===== src/rtl/uart_rx.sv =====
`default_nettype none
// ============================================================================
// uart_rx : start / 8 data (LSB first) / even-XOR parity / stop UART receiver
// Rev 1.0
// ============================================================================
module uart_rx #(
  parameter int CLKS_PER_BIT = 1,
  parameter int SYNC_STAGES  = 2
) (
  input  logic       clk,
  input  logic       reset,
  input  logic       rx,
  output logic [7:0] data_out,
  output logic       data_valid,
  output logic       parity_err,
  output logic       frame_err,
  output logic       busy
);

  localparam int CNT_W     = (CLKS_PER_BIT > 1) ? $clog2(CLKS_PER_BIT) : 1;
  localparam int HALF      = (CLKS_PER_BIT - 1) / 2;
  localparam int START_CNT = (HALF > 0) ? HALF - 1 : 0;

  localparam logic [CNT_W-1:0] BIT_LAST = CNT_W'(CLKS_PER_BIT - 1);
  localparam logic [CNT_W-1:0] START_AT = CNT_W'(START_CNT);
  localparam logic [CNT_W-1:0] CNT_ONE  = CNT_W'(1);

  localparam logic [2:0] IDLE      = 3'd0;
  localparam logic [2:0] START     = 3'd1;
  localparam logic [2:0] DATA      = 3'd2;
  localparam logic [2:0] PARITY    = 3'd3;
  localparam logic [2:0] STOP      = 3'd4;
  localparam logic [2:0] WAIT_IDLE = 3'd5;

  logic [SYNC_STAGES-1:0] sync;
  logic                   rx_s;
  logic [2:0]             state;
  logic [CNT_W-1:0]       cnt;
  logic [2:0]             bit_idx;
  logic [7:0]             shift;
  logic                   par_bit;

  generate
    if (SYNC_STAGES == 1) begin : g_sync_single
      always_ff @(posedge clk) begin
        if (reset) sync <= 1'b1;
        else       sync <= rx;
      end
    end else begin : g_sync_chain
      always_ff @(posedge clk) begin
        if (reset) sync <= '1;
        else       sync <= {sync[SYNC_STAGES-2:0], rx};
      end
    end
  endgenerate

  assign rx_s = sync[SYNC_STAGES-1];

  // cnt counts cycles since the last state change; each later sample lands
  // one full bit period after the previous one, i.e. at cnt == BIT_LAST.
  always_ff @(posedge clk) begin
    if (reset) begin
      state      <= IDLE;
      cnt        <= '0;
      bit_idx    <= '0;
      shift      <= '0;
      par_bit    <= 1'b0;
      data_out   <= '0;
      data_valid <= 1'b0;
      parity_err <= 1'b0;
      frame_err  <= 1'b0;
      busy       <= 1'b0;
    end else begin
      data_valid <= 1'b0;
      parity_err <= 1'b0;
      frame_err  <= 1'b0;
      cnt        <= cnt + CNT_ONE;
      case (state)
        IDLE: begin
          cnt <= '0;
          if (!rx_s) begin
            busy    <= 1'b1;
            bit_idx <= '0;
            // With HALF == 0 the start sample is this very cycle and is known low.
            state   <= (HALF == 0) ? DATA : START;
          end
        end
        START: begin
          if (cnt == START_AT) begin
            cnt <= '0;
            if (rx_s) begin
              state <= IDLE;
              busy  <= 1'b0;
            end else begin
              state <= DATA;
            end
          end
        end
        DATA: begin
          if (cnt == BIT_LAST) begin
            cnt     <= '0;
            shift   <= {rx_s, shift[7:1]};
            bit_idx <= bit_idx + 3'd1;
            if (bit_idx == 3'd7) state <= PARITY;
          end
        end
        PARITY: begin
          if (cnt == BIT_LAST) begin
            cnt     <= '0;
            par_bit <= rx_s;
            state   <= STOP;
          end
        end
        STOP: begin
          if (cnt == BIT_LAST) begin
            cnt        <= '0;
            data_out   <= shift;
            data_valid <= 1'b1;
            parity_err <= ^{shift, par_bit};
            frame_err  <= ~rx_s;
            busy       <= 1'b0;
            state      <= rx_s ? IDLE : WAIT_IDLE;
          end
        end
        WAIT_IDLE: begin
          cnt <= '0;
          if (rx_s) state <= IDLE;
        end
        default: begin
          cnt   <= '0;
          busy  <= 1'b0;
          state <= IDLE;
        end
      endcase
    end
  end

endmodule
`default_nettype wire


===== config.mk =====
export PLATFORM = sky130hd
export DESIGN_NAME = uart_rx
export DESIGN_NICKNAME = d
export VERILOG_FILES = /design/src/rtl/uart_rx.sv
export SDC_FILE = /design/constraint.sdc
export NUM_CORES = 1
export LEC_CHECK = 0
export ABC_CLOCK_PERIOD_IN_PS = 1800
export CAP_MARGIN = 20
export CORE_MARGIN = 3
export CORE_UTILIZATION = 45
export CTS_BUF_LIST = sky130_fd_sc_hd__clkbuf_4 sky130_fd_sc_hd__clkbuf_8
export DETAILED_ROUTE_END_ITERATION = 6
export PLACE_DENSITY = 0.78
export REMOVE_ABC_BUFFERS = 1
export SLEW_MARGIN = 20
export SYNTH_ARGS = -nofsm -noshare
export SYNTH_HDL_FRONTEND = slang
export SYNTH_SLANG_ARGS = --single-unit

===== constraint.sdc =====
create_clock -name clk -period 1.8 [get_ports clk]
set_input_delay 0.36 -clock clk [delete_from_list [all_inputs] [get_ports clk]]
set_output_delay 0.36 -clock clk [all_outputs]
set_load 0.03 [all_outputs]

Word level (Yosys, flattened, before mapping)
Cells that the tools add are included.
{"block": "classes", "n_addsub": 2, "eq_ne": 14, "muxes": 19, "bitwise_logic": 5, "reduce_logical": 14}
{"op": "3-bit 2-to-1 mux", "count": 10}
{"op": "3-bit one-hot mux with 6 select lines", "count": 1}
{"op": "2-bit != test, second input constant", "count": 8}
{"op": "3-bit equality test, second input constant", "count": 3}
{"op": "3-bit OR reduction", "count": 3}
{"op": "9-bit parity", "count": 1}
{"op": "7-bit AND reduction", "count": 1}
{"op": "3-bit by 2-bit equality test with 1-bit output, second input constant", "count": 2}
{"op": "3-bit one-hot mux with 2 select lines", "count": 1}
{"op": "2-bit AND reduction", "count": 3}
{"op": "1-bit 2-to-1 mux", "count": 5}
{"op": "1-bit inverter", "count": 5}
{"op": "5-bit AND reduction", "count": 1}
{"op": "1-bit one-hot mux with 4 select lines", "count": 1}
{"op": "4-bit OR reduction", "count": 1}
{"op": "3-bit by 1-bit adder with 3-bit output, second input constant", "count": 1}
{"op": "3-bit by 1-bit equality test with 1-bit output, second input constant", "count": 1}
{"op": "3-bit zero test", "count": 1}
{"op": "3-bit AND reduction", "count": 1}
{"op": "2-bit 2-to-1 mux", "count": 1}
{"op": "2-bit nonzero test", "count": 1}
{"op": "2-bit OR reduction", "count": 1}
{"op": "1-bit adder, second input constant", "count": 1}
{"block": "totals", "ff_bits": 30, "inputBits": 3, "output_inout_bits": 12, "wordCells": 65}

Logic depth before layout (Yosys ltp)
Gate-level depths: netlist of the first run.
{"block": "logic_depth", "depth_word": 4, "mapped_depth": 5}

Least setup slack after synthesis of the first run
Ideal clock, no wire load.
{"block": "synth_timing", "path_kind": "register -> register", "start": "register cnt", "end": "register parity_err", "setup_ns": 0.072, "arrival_time_ns": 1.340, "t_required_ns": 1.728, "slack_ns": 0.388, "path_stages_with_launch": 5, "n_path_buf": 1, "synth_period_minus_slack_ns": 1.412, "cell_sequence": "dfxtp_1 -> buf_6 -> or4b_1 -> or3_1 -> mux2i_1"}
{"block": "synth_between", "elab_chain_cells": 1}
{"item": "start, declared", "line_no": "38", "source": "logic [CNT_W-1:0] cnt;"}
{"item": "start signal, assigned", "line_no": "77", "source": "cnt <= cnt + CNT_ONE;"}
{"item": "3-bit OR reduction (no line)"}
{"item": "end signal, assigned", "line_no": "119", "source": "parity_err <= ^{shift, par_bit};"}
{"item": "end, declared", "line_no": "15", "source": "output logic parity_err,"}
Every way passes these cells.
A chain may end at the register's enable or synchronous reset.

Final worst setup path of the first run
{"block": "layout_timing", "start": "register data_out[1]", "end": "output data_out[1]"}
{"item": "start, declared", "line_no": "13", "source": "output logic [7:0] data_out,"}
{"item": "start signal, assigned", "line_no": "117", "source": "data_out <= shift;"}
No word-level cell between the ends.

==> results.md, run 1 <==
- Vias in the first global route: approximately 910
- CP Cell Sequence: clkdlybuf4s50_1
- Die Height: between 50 and 60 microns
- Final instance area: 1530 sq um
- Final setup vio count: 0
- H-tree level count: 2
- CTS tree: built
- CP required: between 1 and 1.5 ns
- First-pass GRT wire length: 4.11 mm
- Top delay family on crit path: buffers and inverters
- RR Startpoint: state[2]$_SDFFE_PP0P_
- Maximum VDD drop: ~0.6 mV
- Worst path slowest cell: clkdlybuf4s50_1
- Area leader, netlist: dfxtp_1
- Dpl cell area: approximately 1400 sq um
- Full die area: 3460 sq um
- Outcome: completed
- RSZ-0062 raised after global routing: false
- Final HPWL DP: roughly 1.7 mm
- DR pass1 iterations: 4
- Worst setup margin: between 0.09 and 0.1 ns
- Period utilization: a little over nine tenths
- WHS: 0.451 ns
- NetSw: 0.270 mW
- R2R Setup Slk: 0.20 ns
- Share of the synthesized area in the top cell type: between 40% and 50%
- Hold Vio Cnt, Final: 0
- IO Count: 15
- Combinational power share: 4.8%
- Synth top area cells: dfxtp_1 (48%), nand2_1 (10%), a21oi_1 (7.6%), xnor3_1 (3.6%), ha_1 (2.0%)
- WL/cell: around 13 microns
- Ant. Diodes: 0
- CP max FO: 2
- Setup WS pre-CTS: about 0.26 ns
- Kind of critical path: reg -> out
- Root buffer cell: clkbuf_4
- Sink Count: 30
- DRC viols: 0
- Core area: 2570 sq um
- Port bufs: 14
- Filler instances: roughly 230
- Hold Path End: sync[1]$_SDFF_PP1_
- Synth unique cells: 36
- Final WL: between 2 and 2.5 mm
- Post-CTS Setup Repair Bufs: 0
- Slowest stage delay, CP: 0.67 ns
- RD Place Congestion: 0.755
- Startpoint types: flop
- Number of synthesized register bits: 30
- Internal power: 1.02 mW
- Worst Skew: 0.00353 ns
- Antenna viol nets, final: 0
- Initial antenna violation count: 0
- Pwr/cell area: 845 nW/um^2
- Max clock buf depth: 2
- Via count: approximately 1000
- Max Freq: around 590 MHz
- Area growth, synth to finish: 22.1%
- TNS Setup: 0 ns
- Global route total overflow: 0
- Largest net degree at the start of global routing: 23
- Clock power frac: between 40% and 50%
- Synth warn: 0
- Buf/Inv on CP: 1
- Num rows: 18
- Flop pwr share: between 50% and 60%
- Leakage: between 0.5 and 0.6 nW
- Hold_sp: sync[0]$_SDFF_PP1_
- Initial DRC count: 31
- Min Tclk post-route: roughly 1.7 ns
- Hold Crit Class: reg -> reg
- Nets: approximately 170
- Die Span X: just under 60 microns
- Cells on worst reg2reg path: 3
- Mean post-synth cell area: roughly 8.8 sq um
- Critical Path AT: ~1.3 ns
- Final slew viol count: 0
- Initial core utilization: ~49%
- Area occupied by multi-input gates: approximately 580 sq um
- Worst skew pair latency: between 0.3 and 0.4 ns
- Sequential area share after synthesis: roughly 48%
- Overall routing resource usage: between 10% and 20%
- Max-Cap Viols: 0
- Total Power: approximately 1.3 mW
- Mapped cell area: about 1300 sq um
- Layout cells sized above 1: between 10% and 20%
- Critical path capture point type: primary output
- CTS buffer count: 5
- Net Sw Frac: around a fifth
- Min-Delay Path Depth: 1
- Register area: 601 sq um
- Capture point of the worst reg-to-reg path: shift[7]$_SDFFE_PP0P_
- Clk pin slew, worst setup/hold paths: ~0.090 ns
- Vias per cell: around 5.2
- Mapped Cells: approximately 140
[power by group through the flow]
stage | logic, mW | clock network (mW) | registers (mW)
final | 0.0621 | 0.549 | 0.683
after global routing | 0.0676 | 0.593 | 0.685
after CTS | 0.0624 | 0.565 | 0.682
after detailed placement | 0.0617 | 0 | 0.698
after global placement | 0.0606 | 0 | 0.697
after floorplan | 0.0245 | 0 | 0.701
[flip-flops by register name, indices dropped and copies added (netlist names), 2 cells and up]
signal,flops
bit_idx,3
shift,8
sync,2
state,3
data_out,8
[layout make-up]
cell class / count / share of cell area (%)
Tap cell: 30 / 2.45
Inverter: 5 / 1.23
Clock inverter: 1 / 1.96
Clock buffer: 6 / 3.35
Timing Repair Buffer: 21 / 13.6
Sequential cell: 30 / 39.2
Multi-Input combinational cell: 97 / 38.2
[how the worst max path moves through the flow]
stage	start	to	cells past startpoint	slack, ns
global route	data_out[2]$_SDFFE_PP0P_	data_out[2]	1	0.02
finish	data_out[1]$_SDFFE_PP0P_	data_out[1]	1	0.1
floorplan	state[1]$_SDFFE_PP0P_	bit_idx[0]$_SDFFE_PP0P_	3	-0.02
global placement	state[2]$_SDFFE_PP0P_	parity_err$_SDFF_PP0_	3	0.29
CTS	busy$_SDFFE_PP0P_	busy	1	0.02
detailed placement	state[2]$_SDFFE_PP0P_	shift[0]$_SDFFE_PP0P_	3	0.26
[layer usage]
| layer | track usage, % | up-vias | wire length (microns) |
|---|---|---|---|
| met2 | 26.7 | 19 | 1190 |
| met4 | 8.74 | 0 | 27 |
| li1 | - | 514 | - |
| met1 | 18.3 | 460 | 1130 |
| met3 | 5.92 | 4 | 112 |
| met5 | 0 | - | 0 |
[synth_stat cells, drive strengths merged]
| cell type | instances |
|---|---|
| a2111oi | 1 |
| a211oi | 2 |
| a21o | 2 |
| a21oi | 19 |
| a31oi | 1 |
| and2 | 1 |
| and4bb | 1 |
| buf | 5 |
| clkbuf | 5 |
| conb | 1 |
| dfxtp | 30 |
| ha | 2 |
| inv | 5 |
| mux2i | 2 |
| nand2 | 34 |
| nand2b | 1 |
| nand3 | 2 |
| nand4 | 1 |
| nor2 | 4 |
| nor2b | 1 |
| nor3 | 2 |
| nor4b | 2 |
| nor4bb | 1 |
| o211ai | 2 |
| o21a | 1 |
| o21ai | 1 |
| o31ai | 2 |
| or2 | 2 |
| or3 | 1 |
| or4b | 2 |
| xnor2 | 2 |
| xnor3 | 2 |
| xor2 | 2 |
[worst reg2reg max path, stage by stage (launching register included)]
cell and delay, ns:
dfxtp_1 0.42, or4b_2 0.84, nand2_1 0.14, a21oi_1 0.08
[cells by family (layout without fill, tap and decap cells)]
group / count (synthesis) / after routing / synth area share, %
simple gates: 55 / 55 / 21.8
compound gates: 31 / 31 / 14.6
flops: 30 / 30 / 47.9
buf+inv: 15 / 33 / 5.49
xor+xnor: 6 / 6 / 6.39
fa+ha+maj: 2 / 2 / 2.00
mux: 2 / 2 / 1.60
other cells: 1 / 1 / 0.299
[cell usage in the layout, fill, tap and decap left out, types with 2 or more instances in the layout]
master            n
xnor3_1           2
or2_2             2
xor2_1            2
dfxtp_1          30
buf_4             6
nor2_1            4
inv_1             5
nand2_1          34
a21oi_1          19
nor3_1            2
ha_1              2
nand3_1           2
a21o_1            2
xnor2_1           2
mux2i_1           2
o211ai_1          2
a211oi_1          2
clkdlybuf4s50_1  13
o31ai_1           2
clkbuf_4          5
[what timing repair did]
item / CTS / global route
resized for setup: 0 / 1
hold buffers: 0 / 0
endpoints found under the setup margin: 0 / 1
endpoints found under the hold margin: 0 / 0
[per-stage QoR]
stage	utilization, %	cells
6_report	59.6	190
5_1_grt	59.6	190
4_1_cts	59.5	190
3_5_place_dp	56.3	183
3_3_place_gp	56.3	183
2_1_floorplan	-	132
(Power assumes the default switching activity.)
==> run 2: changes to the inputs <==
ABC_CLOCK_PERIOD_IN_PS = 1900   (was 1800)
clock period = 1.9 ns   (was 1.8 ns; I/O delays follow)
==> run 2 against run 1 <==
Design area shrank 2.6%. Clock-buffer cell count did not move. Critical endpoint is now busy. Sequential power shrank 5.0%. Largest cell class unchanged. Critical path type unchanged. Core utilization shrank 1.6 points. Die area is the same.
==> results.md, run 2 (same netlist as run 1, synthesis figures left out) <==
- Critical path destination: busy
- IO Count: 15
- Hold Buf Count CTS: 0
- RD Place Congestion: approximately 0.84
- Most common cell after layout, fill and taps aside: nand2_1
- Most frequent cells in the layout: nand2_1 (34), dfxtp_1 (30), a21oi_1 (19)
- Final setup vio count: 0
- CP startpoint: busy$_SDFFE_PP0P_
- CP max FO: 4
- CTS buffer count: 5
- Core area: between 2000 and 3000 sq um
- Worst skew pair latency: 0.33 ns
- Final instance area: approximately 1500 sq um
- Final WL: about 2.4 mm
- DRC viols: 0
- Area growth, synth to finish: 18.9%
- Die Span X: ~60 microns
- Critical Path AT: 1.40 ns
- Leakage: about 0.55 nW
- Global route total overflow: 0
- Clk pin slew, worst setup/hold paths: about 0.090 ns
- Root buffer cell: clkbuf_4
- Max-Cap Viols: 0
- TNS Setup: 0 ns
- Initial DRC count: 33
- CTS tree: built
- Kind of critical path: reg -> out
- CP required: around 1.5 ns
- WL/cell: about 13 microns
- Antenna viol nets, final: 0
- Hold Vio Cnt, Final: 0
- Maximum VDD drop: about 0.52 mV
- H-tree level count: 2
- CP Cell Sequence: clkdlybuf4s50_1
- Worst path slowest cell: clkdlybuf4s50_1
- Capture point of the worst reg-to-reg path: shift[2]$_SDFFE_PP0P_
- RSZ-0062 raised after global routing: false
- Max Freq: ~560 MHz
- Period utilization: between 90 and 100%
- Post-CTS Setup Repair Bufs: 0
- Final slew viol count: 0
- Worst Skew: between 0.008 and 0.009 ns
- R2R Setup Slk: between 0.2 and 0.3 ns
- Max clock buf depth: 2
- Layout cells sized above 1: between 10% and 20%
- Initial core utilization: 48.8%
- Vias in the first global route: roughly 940
- Overall routing resource usage: between 10% and 20%
- Initial antenna violation count: 0
- Hold Crit Class: reg -> reg
- Top delay family on crit path: buffers and inverters
- Buf/Inv on CP: 1
- DR pass1 iterations: 4
- Final HPWL DP: 1.67 mm
- Port bufs: 14
- Largest regs: data_out: 8 flops, shift: 8 flops
- Vias per cell: ~5.3
- Slowest stage delay, CP: 0.69 ns
- Largest net degree at the start of global routing: 14
- RR Startpoint: state[1]$_SDFFE_PP0P_
- Sink Count: 30
- Die Height: approximately 60 microns
- Cells on worst reg2reg path: 3
- Dpl cell area: 1430 sq um
- Startpoint types: flop
- Min Tclk post-route: between 1.5 and 2 ns
- Critical path capture point type: primary output
- Ant. Diodes: 0
- Via count: between 1000 and 1500
- Crit path depth: 1
- Num rows: 18
- First-pass GRT wire length: roughly 4 mm
- Full die area: around 3500 sq um
- Outcome: completed
- Pwr/cell area: between 700 and 800 nW/um^2
- Resized Gates After CTS: 0
- Nets: 164
run 2: where the power goes:
part | leakage [nW] | internal [mW] | total [mW] | switching (mW)
Combinational | 0.271 | 0.0249 | 0.0540 | 0.0291
Clock | 0.0343 | 0.178 | 0.397 | 0.220
Sequential | 0.243 | 0.636 | 0.649 | 0.0123
Total | 0.549 | 0.839 | 1.10 | 0.261
run 2: how the worst min path moves through the flow:
stage,startpoint,endpoint,depth (start not counted)
6_report,sync[0]$_SDFF_PP1_,sync[1]$_SDFF_PP1_,1
5_1_grt,sync[0]$_SDFF_PP1_,sync[1]$_SDFF_PP1_,1
4_1_cts,sync[0]$_SDFF_PP1_,sync[1]$_SDFF_PP1_,1
3_5_place_dp,sync[0]$_SDFF_PP1_,sync[1]$_SDFF_PP1_,1
3_3_place_gp,sync[0]$_SDFF_PP1_,sync[1]$_SDFF_PP1_,1
2_1_floorplan,sync[0]$_SDFF_PP1_,sync[1]$_SDFF_PP1_,1
run 2: per-layer routing:
| metal | share of wire (%) | up-vias | track usage [%] |
|---|---|---|---|
| met5 | 0 | - | 0 |
| li1 | - | 511 | - |
| met2 | 49 | 20 | 23.3 |
| met4 | 0.67 | 0 | 7.77 |
| met3 | 4.8 | 2 | 5.26 |
| met1 | 46 | 475 | 19.0 |
run 2: cell type report:
class                           count  area (sq um)
Fill cell                         234          1080
Sequential cell                    30           601
Multi-Input combinational cell     97           584
Timing Repair Buffer               20           185
Clock buffer                        6          51.3
Tap cell                           30          37.5
Inverter                            5          18.8
Clock inverter                      2          12.5
run 2: metrics by stage:
step	power, mW	hold slack (ns)	setup WS [ns]	instances	utilization [%]
3_3_place_gp	0.714	0.394	0.337	182	55.6
5_1_grt	1.15	0.464	0.0382	190	58.0
4_1_cts	1.11	0.438	0.0897	190	58.0
3_5_place_dp	0.717	0.417	0.276	182	55.6
6_report	1.10	0.444	0.119	190	58.0
2_1_floorplan	0.687	0.389	0.0750	132	-
